$ cat src/rtl/stream_demux3_if.sv
// Stream bundle for the 1-to-3 demultiplexer: one input stream and three
// output channels that share a single payload bus.
//
// Handshake: a beat moves across a link on every rising clock edge where
// valid and ready are both high. The producer must hold valid and its
// payload stable until that edge. Ready may change at any time and must
// never depend on valid.
interface stream_demux3_if #(
  parameter int DW = 8
);
  logic          in_valid;
  logic          in_ready;
  logic [1:0]    in_sel;
  logic [DW-1:0] in_data;
  logic [2:0]    out_valid;
  logic [2:0]    out_ready;
  logic [DW-1:0] out_data;

  // Producer of input beats and consumer of the output channels.
  modport master (
    output in_valid, in_sel, in_data, out_ready,
    input  in_ready, out_valid, out_data
  );

  // The demultiplexer itself.
  modport slave (
    input  in_valid, in_sel, in_data, out_ready,
    output in_ready, out_valid, out_data
  );
endinterface

$ cat src/rtl/stream_demux3.sv
// 1-to-3 stream demultiplexer with a one-entry registered output stage.
// A beat with select 0..2 is held in the stage and presented on that
// channel on the following cycle. A beat with select 3 is accepted and
// dropped, and the drop is recorded in a sticky flag and a saturating
// counter. A stalled channel blocks every channel (head-of-line).
module stream_demux3 #(
  parameter int DW    = 8,
  parameter int CNT_W = 8
) (
  input  logic             clk,
  input  logic             rst_n,
  stream_demux3_if.slave   s,
  input  logic             err_clr,
  output logic             err_flag,
  output logic [CNT_W-1:0] err_cnt,
  output logic             dbg_full
);

  typedef enum logic {
    EMPTY = 1'b0,
    FULL  = 1'b1
  } state_t;

  localparam logic [CNT_W-1:0] CNT_MAX = {CNT_W{1'b1}};
  localparam logic [CNT_W-1:0] CNT_ONE = CNT_W'(1);

  state_t        state_q, state_d;
  logic [1:0]    dest_q, dest_d;
  logic [DW-1:0] data_q, data_d;

  logic full;
  logic chan_ready;
  logic drain;
  logic in_ready;
  logic acc;
  logic legal;
  logic illegal_acc;

  assign full = (state_q == FULL);

  // Ready of the channel the held beat is waiting on.
  always_comb begin
    chan_ready = 1'b0;
    case (dest_q)
      2'd0:    chan_ready = s.out_ready[0];
      2'd1:    chan_ready = s.out_ready[1];
      2'd2:    chan_ready = s.out_ready[2];
      default: chan_ready = 1'b0;
    endcase
  end

  // The stage can take a new beat when empty or when it empties this cycle.
  assign drain       = full & chan_ready;
  assign in_ready    = ~full | drain;
  assign acc         = s.in_valid & in_ready;
  assign legal       = (s.in_sel != 2'd3);
  assign illegal_acc = acc & ~legal;

  assign s.in_ready  = in_ready;
  assign s.out_data  = data_q;
  assign dbg_full    = full;

  // Per-channel valid decode from the held destination.
  always_comb begin
    s.out_valid = 3'b000;
    if (full) begin
      case (dest_q)
        2'd0:    s.out_valid = 3'b001;
        2'd1:    s.out_valid = 3'b010;
        2'd2:    s.out_valid = 3'b100;
        default: s.out_valid = 3'b000;
      endcase
    end
  end

  // Next state: drain empties the stage, a legal accept (re)fills it.
  // Illegal beats never touch dest or data.
  always_comb begin
    state_d = state_q;
    dest_d  = dest_q;
    data_d  = data_q;
    if (drain) begin
      state_d = EMPTY;
    end
    if (acc && legal) begin
      state_d = FULL;
      dest_d  = s.in_sel;
      data_d  = s.in_data;
    end
  end

  // Output stage registers; reset discards any held beat.
  always_ff @(posedge clk or negedge rst_n) begin
    if (!rst_n) begin
      state_q <= EMPTY;
      dest_q  <= 2'd0;
      data_q  <= '0;
    end else begin
      state_q <= state_d;
      dest_q  <= dest_d;
      data_q  <= data_d;
    end
  end

  // Illegal-select bookkeeping; a new drop wins over a same-cycle clear.
  always_ff @(posedge clk or negedge rst_n) begin
    if (!rst_n) begin
      err_flag <= 1'b0;
      err_cnt  <= '0;
    end else if (illegal_acc) begin
      err_flag <= 1'b1;
      if (err_clr) begin
        err_cnt <= CNT_ONE;
      end else if (err_cnt != CNT_MAX) begin
        err_cnt <= err_cnt + CNT_ONE;
      end
    end else if (err_clr) begin
      err_flag <= 1'b0;
      err_cnt  <= '0;
    end
  end

endmodule
$ cat src/flat_wrapper.sv
// flat-port wrapper written by rule: the top's interface ports become plain ports
module stream_demux3_flat 
#(
  parameter int DW    = 8,
  parameter int CNT_W = 8
)
  (clk, rst_n, err_clr, err_flag, err_cnt, dbg_full, s_in_valid, s_in_sel, s_in_data, s_out_ready, s_in_ready, s_out_valid, s_out_data);
  stream_demux3_if #(.DW(DW)) s_i ();
  input  logic clk;
  input  logic rst_n;
  input  logic err_clr;
  output logic err_flag;
  output logic [CNT_W-1:0] err_cnt;
  output logic dbg_full;
  input wire logic [$bits(s_i.in_valid)-1:0] s_in_valid;
  input wire logic [$bits(s_i.in_sel)-1:0] s_in_sel;
  input wire logic [$bits(s_i.in_data)-1:0] s_in_data;
  input wire logic [$bits(s_i.out_ready)-1:0] s_out_ready;
  output wire logic [$bits(s_i.in_ready)-1:0] s_in_ready;
  output wire logic [$bits(s_i.out_valid)-1:0] s_out_valid;
  output wire logic [$bits(s_i.out_data)-1:0] s_out_data;
  assign s_i.in_valid = s_in_valid;
  assign s_i.in_sel = s_in_sel;
  assign s_i.in_data = s_in_data;
  assign s_i.out_ready = s_out_ready;
  assign s_in_ready = s_i.in_ready;
  assign s_out_valid = s_i.out_valid;
  assign s_out_data = s_i.out_data;
  stream_demux3 #(.DW(DW), .CNT_W(CNT_W)) u_core (.clk(clk), .rst_n(rst_n), .s(s_i), .err_clr(err_clr), .err_flag(err_flag), .err_cnt(err_cnt), .dbg_full(dbg_full));
endmodule
$ cat config.mk
export PLATFORM = sky130hd
export DESIGN_NAME = stream_demux3_flat
export DESIGN_NICKNAME = d
export VERILOG_FILES = /design/src/rtl/stream_demux3_if.sv /design/src/rtl/stream_demux3.sv /design/src/flat_wrapper.sv
export SDC_FILE = /design/constraint.sdc
export NUM_CORES = 1
export LEC_CHECK = 0
export CAP_MARGIN = 10
export CELL_PAD_IN_SITES_DETAIL_PLACEMENT = 1
export CELL_PAD_IN_SITES_GLOBAL_PLACEMENT = 1
export CORE_ASPECT_RATIO = 1.5
export CORE_MARGIN = 5
export CORE_UTILIZATION = 32
export CTS_CLUSTER_SIZE = 20
export DETAILED_ROUTE_END_ITERATION = 7
export PLACE_DENSITY = 0.9
export SYNTH_ARGS = -nofsm -noshare
export SYNTH_HDL_FRONTEND = slang
export SYNTH_SLANG_ARGS = --single-unit
$ cat constraint.sdc
create_clock -name clk -period 2.3 [get_ports clk]
set_input_delay 0.69 -clock clk [delete_from_list [all_inputs] [get_ports clk]]
set_output_delay 0.69 -clock clk [all_outputs]
set_load 0.02 [all_outputs]
=== Word level (Yosys, flattened, before mapping) ===
Cells that the tools add are included.
Widths: inputs -> output; s select.

* Register bits after elaboration: 20
* Input port bits: 17
* Output and inout bits: 22
* Logic and storage cells: 33

* Add/subtract/negate cells: 1
* Equality and inequality tests: 4
* Muxes and demuxes: 11
* Bitwise gates (word level): 6
* Reductions and logical operators: 6

{| class="wikitable"
|+ Operator list
! cell !! count
|-
| $mux 8 || 4
|-
| $pmux 3 s3 || 1
|-
| $add 8x1->8 const B || 1
|-
| $ne 8x8->1 const B || 1
|-
| $reduce_bool 2->1 || 3
|-
| $mux 1 || 4
|-
| $and 1x1->1 || 3
|-
| $mux 3 || 1
|-
| $pmux 1 s3 || 1
|-
| $eq 2x1->1 const B || 1
|-
| $eq 2x2->1 const B || 1
|-
| $logic_not 2->1 || 1
|-
| $ne 2x2->1 const B || 1
|-
| $not 1->1 || 2
|-
| $reduce_and 2->1 || 1
|-
| $logic_and 1x1->1 || 1
|-
| $or 1x1->1 || 1
|}

=== Logic depth before layout (Yosys ltp) ===
Gate-level depths: netlist (run 1).

* Word-level depth: 8
* Mapped depth: 5

=== Worst setup path after synthesis (run 1) ===
OpenSTA, ideal clock, no wires.

* Path kind: input to output
* Start: input s_out_ready[0]
* End: output s_in_ready
* Data arrival time: 1.309 ns
* Data required time: 1.610 ns
* Path slack: 0.301 ns
* Stages on the path: 3
* Path buffers: 0
* Path through: mux2_4 -> or2b_1 -> nand3_1

* Cells in the longest elaborated chain, start to end: 3

{| class="wikitable"
|+ RTL lines
! item !! RTL line !! source
|-
| start, declared || flat_wrapper.sv:18 || <nowiki>input wire logic [$bits(s_i.out_ready)-1:0] s_out_ready;</nowiki>
|-
| $pmux 1 s3 || stream_demux3.sv:44 || <nowiki>case (dest_q)</nowiki>
|-
| $and 1x1->1 || stream_demux3.sv:53 || <nowiki>assign drain = full & chan_ready;</nowiki>
|-
| $or 1x1->1 || stream_demux3.sv:54 || <nowiki>assign in_ready = ~full | drain;</nowiki>
|-
| end, declared || flat_wrapper.sv:19 || <nowiki>output wire logic [$bits(s_i.in_ready)-1:0] s_in_ready;</nowiki>
|}

Every way passes these cells.

=== Worst setup path after layout (run 1) ===
Same ends and word-level chain as after synthesis.

==> results by group, run 1 <==
Timing
  – Total count of max-transition violations in the final report: 0
  – Achievable frequency: 445 MHz
  – Worst hold margin: just under 0.5 ns
  – Hold violation total from the final report: 0
  – Final Skew: about 0.003 ns
  – Slew of the pin with the lowest slew margin: between 0.4 and 0.5 ns
  – Post-route fraction of the period consumed by the critical path: 0.976
  – Setup repair after global routing missed its margin: false
  – Setup TNS: 0 ns
  – Setup violations, final: 0
  – Slew HR: 0.698
  – Crit path time final: 2.25 ns

Drt
  – First-pass iteration count of the detailed router: 4
  – Antenna-violating nets left: 0
  – DR iter-0 viols: 10
  – Remaining DRCs: 0
  – Number of vias after detailed routing: between 900 and 1,000
  – Total Routed Length: between 3000 and 4000 um
  – Vias per cell: around 5.2
  – Wire length per cell: around 18 um

Global routing
  – Number of global-route vias before repair: ~1,100
  – Number of antenna violations at the first check in global routing: 0
  – Overall Global Routing Usage: 0.163
  – Pin count of the biggest net entering global routing: 21
  – Global-route wire length before repair: around 5600 um
  – Aggregate global routing overflow: 0

Clock tree
  – Worst-skew pair later-pin latency: 0.26 ns
  – Clock buffer count from CTS: 3
  – CTS HTree Levels: 1
  – Count of hold buffers inserted by post-cts repair: 0
  – Clk pin slew, worst setup/hold paths: about 0.08 ns
  – Root buffer selected by CTS: clkbuf_8
  – Clock sink count: 20
  – Clk buf depth: 2
  – TritonCTS clock tree: done

Worst setup path
  – Worst path arrival time: approximately 1.6 ns
  – Critical path's top delay family: buffers and inverters
  – Slowest cell on the critical path: mux2_4
  – CP Buf/Inv Count: 2
  – CP Max Fanout: 2
  – Cell-by-cell listing of the critical path: clkdlybuf4s15_1 > mux2_4 > or2b_1 > nand3_2 > buf_6
  – Class of the most critical setup path: in2out
  – Startpoint Class: primary input
  – CP max stage delay: approximately 0.27 ns
  – Type of element capturing the critical path: output pin
  – Critical Path RT: ~1.6 ns

Place
  – Port Buf Inserts: 38
  – Half-perimeter wire length after detailed placement: ~2600 um
  – Placer's final routability congestion estimate: 0.885

Synth
  – Most used flip-flop cell after synthesis: dfrtp_1
  – Flip-flop and latch count after synthesis: 20
  – Cell count after synthesis: 93
  – Cell Area, Synth: about 1000 um^2
  – Fraction of synthesis flops using an asynchronous set or reset pin: 1.00
  – Syn nets: 111
  – Number of enable-type register cells in the synthesized netlist: 0
  – Post-synthesis area per instance: approximately 11 um^2
  – Seq/Total Area, Yosys: 0.495
  – Count of distinct cell types in the synthesized netlist: 31
  – Synthesis warning total: 0

Power and ir drop
  – Maximum vdd ir drop: between 0.5 and 0.6 mV
  – Overall Power: around 1700 uW
  – Power density relative to cell area: ~1100 nW/um^2
  – Leakage dissipation: approximately 0.00068 uW

Final layout
  – Count of inserted antenna diode cells: 0
  – Area growth from synthesis to final layout: 55.7%
  – Fraction of layout cells with a size suffix above 1: 0.213
  – Layout fillers: ~340
  – Final net count: 160

Die
  – Starting Density: 0.326
  – Num rows: 25
  – Die footprint: around 4400 um^2
  – Overall die width: between 50 and 60 um
  – Number of top-level pins: 39
  – Core ar.: 3100 um^2
  – Chip Height: 78.8 um

Min path
  – Path type of the worst min-delay path: reg2reg

Job
  – Number of maximum-capacitance violations: 0

Run status
  – Result of the run: complete, no violations
-- cells in the mapped netlist (all sizes together) (2+ instances only) --
library cell | number | area share
dfrtp | 20 | 0.50
mux2 | 10 | 0.12
nor2 | 10 | 0.040
nand2 | 5 | 0.019
a21oi | 4 | 0.020
a311oi | 3 | 0.026
a31oi | 3 | 0.019
and3 | 3 | 0.019
inv | 3 | 0.011
nand3 | 3 | 0.015
nor2b | 3 | 0.019
o21ai | 3 | 0.015
clkbuf | 2 | 0.0074
nand4 | 2 | 0.012
nor4 | 2 | 0.012
o31ai | 2 | 0.015
or2b | 2 | 0.015
or4 | 2 | 0.015
-- cells in the final DEF (no fill, tap or decap), types with 2 or more instances in the layout --
cell / instances
clkdlybuf4s50_1: 31
dfrtp_1: 19
nor2_1: 9
mux2_2: 9
buf_4: 8
nand2_1: 4
a21oi_1: 4
inv_1: 3
and3_1: 3
a31oi_1: 3
a311oi_1: 3
nor2b_1: 3
o21ai_0: 3
clkbuf_8: 3
dlygate4sd2_1: 3
or2b_1: 2
nand3_1: 2
nand4_1: 2
nor4_1: 2
o31ai_1: 2
or4_1: 2
clkdlybuf4s15_1: 2
-- worst reg2reg max path, stage by stage (launching register included) --
cell,delay (ns)
dfrtp_1,0.41
buf_4,0.17
and2b_2,0.23
buf_4,0.13
o221ai_4,0.12
buf_4,0.18
or4_1,0.48
a21oi_1,0.15
-- logic make-up (layout without fill, tap and decap cells) --
logic type / count (synthesis) / count (layout) / share of synthesized area
DFF: 20 / 20 / 0.495
adders and majority gates: 1 / 1 / 0.0124
muxes: 11 / 11 / 0.125
AOI/OAI and AO/OA: 20 / 20 / 0.155
and+or+nand+nor: 36 / 36 / 0.194
buffers and inverters: 5 / 53 / 0.0186
-- report_power, final --
part | internal, uW | total (uW) | switching (uW)
combinational | 402 | 809 | 407
clock | 232 | 351 | 119
sequential | 460 | 538 | 78.1
-- through the flow --
stage | utilization | cells | setup slack, ns | area, um^2
after floorplan | - | 93 | 0.301 | 1010
after global placement | 0.480 | 176 | -0.587 | 1490
after detailed placement | 0.480 | 176 | -0.649 | 1490
after CTS | 0.504 | 180 | -0.00330 | 1560
after global routing | 0.508 | 181 | 0.0117 | 1570
final | 0.508 | 181 | 0.0546 | 1570
-- state kept, by name (all words and copies together) (netlist names) --
register	cells
u_core.err_cnt	8
u_core.s.out_data	8
u_core.dest_q	2
u_core.dbg_full	1
u_core.err_flag	1
-- per-layer routing --
metal	track usage	routed length [um]	up-vias
met5	0	0	-
met4	0.0404	21	0
li1	-	-	439
met2	0.329	1890	45
met1	0.158	1170	463
met3	0.0488	213	2
-- final timing paths --
kind / startpoint / endpoint / slack [ns] / depth (start not counted)
max reg2reg: u_core.dest_q[0]$_DFFE_PN0P_ / u_core.err_cnt[2]$_DFFE_PN0P_ / 0.36 / 7
max: s_out_ready[0] / s_in_ready / 0.05 / 5
min reg2reg: u_core.err_flag$_DFFE_PN0P_ / u_core.err_flag$_DFFE_PN0P_ / 0.49 / 1
min in group asynchronous: rst_n / u_core.s.out_data[2]$_DFFE_PN0P_ / 0.76 / 2
max in group asynchronous: rst_n / u_core.dest_q[1]$_DFFE_PN0P_ / 1.32 / 2
min: u_core.err_flag$_DFFE_PN0P_ / u_core.err_flag$_DFFE_PN0P_ / 0.49 / 1
-- cell type report --
cell class                      instances  area, um^2  share of cell area
Timing Repair Buffer                   46         440               0.280
Sequential cell                        20         502               0.319
Clock buffer                            3        41.3              0.0262
Multi-Input combinational cell         68         499               0.317
Inverter                                3        11.3             0.00715
Tap cell                               40        50.0              0.0318
Clock inverter                          1        30.0              0.0191
-- repair_timing --
| action | in CTS | in global routing |
|---|---|---|
| hold endpoints to repair | 0 | 0 |
| endpoints found under the setup margin | 3 | 3 |
| buffers inserted | 0 | 1 |
| resized for setup | 13 | 4 |
| pin swaps | 0 | 1 |
| gates cloned | 0 | 0 |
Power figures use the tool's default switching activity.
==> run 2, diff against run 1 <==
Settings changed: PLACE_DENSITY 0.9 to 0.77.
==> run 2 against run 1 <==
Effect of this change:
- die area stayed put
- non-clock buffer count is 2 higher
- sequential share of layout area is 0.21 points lower
- power is 4.3% lower
- wire length is 6.6% lower
- combinational power is 2% higher
- critical path depth stayed put
- utilization is 0.20 points higher
- cell area is 0.40% higher
- first-iteration DRC count grew to 2.8 times the previous value
- critical endpoint unchanged
- highest routed layer unchanged
==> results by group, run 2 (synthesized netlist as in run 1, its figures left out) <==
Global routing
  – Number of antenna violations at the first check in global routing: 0
  – Global-route wire length before repair: just over 5000 um
  – Number of global-route vias before repair: 1,026
  – Aggregate global routing overflow: 0
  – Pin count of the biggest net entering global routing: 21
  – Overall Global Routing Usage: 0.145

Timing
  – Achievable frequency: around 450 MHz
  – Slew of the pin with the lowest slew margin: 0.432 ns
  – Setup repair after global routing missed its margin: false
  – Total count of max-transition violations in the final report: 0
  – Slew HR: 0.709
  – Post-route fraction of the period consumed by the critical path: 0.972
  – Setup ws final: between 0.06 and 0.07 ns
  – Final Skew: approximately 0.0016 ns
  – Hold violation total from the final report: 0
  – Setup violations, final: 0
  – Crit path time final: approximately 2.2 ns

Worst setup path
  – Launch instance of the worst register-to-register path: u_core.dest_q[0]$_DFFE_PN0P_
  – CP Max Fanout: 2
  – R2R Setup Slk: ~0.34 ns
  – Startpoint Class: primary input
  – Slowest cell on the critical path: mux2_4
  – Class of the most critical setup path: in2out
  – Crit path to: s_in_ready
  – Logic depth of the worst path, buffers included: 5
  – Type of element capturing the critical path: output pin
  – Critical Path RT: between 1.5 and 2 ns
  – Cell-by-cell listing of the critical path: clkdlybuf4s15_1 > mux2_4 > or2b_1 > nand3_2 > buf_6
  – CP max stage delay: 0.26 ns
  – CP Buf/Inv Count: 2
  – Critical path's top delay family: buffers and inverters
  – Launch point of the worst path: s_out_ready[1]
  – Number of cells traversed by the worst register-to-register path: 7
  – Endpoint of the most critical register-to-register path: u_core.err_cnt[2]$_DFFE_PN0P_
  – Worst path arrival time: between 1.5 and 2 ns

Die
  – Number of top-level pins: 39
  – Die footprint: between 4000 and 5000 um^2
  – Core ar.: 3100 um^2
  – Num rows: 25
  – Overall die width: ~56 um
  – Starting Density: 0.326
  – Chip Height: between 70 and 80 um

Place
  – Port Buf Inserts: 38
  – Placed cells: 177
  – Half-perimeter wire length after detailed placement: 2380 um
  – Placer's final routability congestion estimate: just over 0.8
  – Place WS: -0.668 ns

Drt
  – Total Routed Length: ~3100 um
  – Vias per cell: about 5.3
  – DR iter-0 viols: 28
  – Number of vias after detailed routing: a little under 1,000
  – Wire length per cell: 16.8 um
  – Antenna-violating nets left: 0
  – Remaining DRCs: 0
  – First-pass iteration count of the detailed router: 4

Clock tree
  – TritonCTS clock tree: done
  – Clk buf depth: 2
  – Count of hold buffers inserted by post-cts repair: 0
  – Clock sink count: 20
  – Clock buffer count from CTS: 3
  – Worst-skew pair later-pin latency: around 0.25 ns
  – CTS HTree Levels: 1
  – Root buffer selected by CTS: clkbuf_8
  – Clk pin slew, worst setup/hold paths: around 0.07 ns

Final layout
  – Count of inserted antenna diode cells: 0
  – Fraction of layout cells with a size suffix above 1: 0.217
  – Final net count: about 160
  – Leading cell type in the layout, fill and taps excluded: clkdlybuf4s50_1
  – Final standard cell count with taps included and fillers excluded: around 180
  – Layout fillers: 339
  – Area growth from synthesis to final layout: 56.3%
  – Top library cells by usage in the layout, fill and taps aside: 31 x clkdlybuf4s50_1, 20 x dfrtp_1, 10 x buf_4, 9 x nor2_1, 9 x mux2_2

Power and ir drop
  – Leakage dissipation: ~0.0007 uW
  – Maximum vdd ir drop: roughly 0.54 mV
  – Power density relative to cell area: 1030 nW/um^2

Run status
  – Result of the run: complete, no violations

Job
  – Number of maximum-capacitance violations: 0

Min path
  – Path type of the worst min-delay path: reg2reg
==> run 2: changes by cell type in the layout (fill, tap and decap cells not counted) <==
cell            previous run  this run
bufinv_16                  1         0
nor2_2                     1         0
dlymetal6s2s_1             1         2
dfrtp_2                    1         0
clkbuf_8                   3         4
nor2_4                     0         1
buf_4                      8        10
dlygate4sd2_1              3         2
dfrtp_1                   19        20
==> run 2: power breakdown <==
group,switching (uW),total (uW),internal (uW)
Sequential,76.0,534,458
Combinational,406,829,423
Clock,109,261,152
Total,591,1620,1030
==> run 2: what timing repair did <==
item,4_1_cts,5_1_grt
hold endpoints to repair,0,0
setup buffers,2,0
gates resized for setup,11,6
pin swaps,0,1
setup endpoints to repair,3,3
==> run 2: how the worst min path moves through the flow <==
stage | to | from | slack [ns] | cells after the start
final | u_core.err_flag$_DFFE_PN0P_ | u_core.err_flag$_DFFE_PN0P_ | 0.49 | 1
after CTS | u_core.err_flag$_DFFE_PN0P_ | u_core.err_flag$_DFFE_PN0P_ | 0.49 | 1
after global routing | u_core.err_flag$_DFFE_PN0P_ | u_core.err_flag$_DFFE_PN0P_ | 0.52 | 1
after floorplan | u_core.dbg_full$_DFFE_PN0P_ | rst_n | 0.39 | 0
after global placement | u_core.err_flag$_DFFE_PN0P_ | u_core.err_flag$_DFFE_PN0P_ | 0.47 | 1
after detailed placement | u_core.err_flag$_DFFE_PN0P_ | u_core.err_flag$_DFFE_PN0P_ | 0.47 | 1
==> run 2: final cells by class <==
type / count / area [um^2] / area share
inverters: 3 / 11.3 / 0.00713
flip-flops and latches: 20 / 500 / 0.317
well taps: 40 / 50.0 / 0.0317
repair buffers: 48 / 459 / 0.291
multi-input cells: 68 / 504 / 0.319
clock buffers: 4 / 55.1 / 0.0348
==> run 2: worst reg2reg max path: cells and delay by family, from the launching register on <==
kind                   cells  cell delay [ns]
buffers and inverters      3             0.47
AO/OA/AOI/OAI              2             0.31
AND/OR/NAND/NOR            2             0.70
flip-flops                 1             0.40
==> run 2: layer usage <==
metal / vias up / global-route usage / part of all wire
met4: 0 / 0.0428 / 0.0088
li1: 449 / - / -
met5: - / 0 / 0
met3: 4 / 0.0195 / 0.029
met1: 487 / 0.160 / 0.38
met2: 21 / 0.282 / 0.59
==> run 2: stage by stage <==
stage	power [uW]	setup TNS, ns	utilization	hold WS [ns]	area, um^2
after CTS	1640	0	0.505	0.489	1570
after global routing	1730	0	0.510	0.520	1580
after floorplan	940	0	-	0.394	1010
final	1620	0	0.510	0.486	1580
after detailed placement	1350	-3.03	0.482	0.472	1490
after global placement	1310	-1.69	0.482	0.470	1490
==> run 3, diff against run 2 <==
Settings changed: GPL_TIMING_DRIVEN from default to 1, SLEW_MARGIN from default to 10.
==> results of run 3 <==
No change in the layout: final DEF, timing and power equal those of run 2.
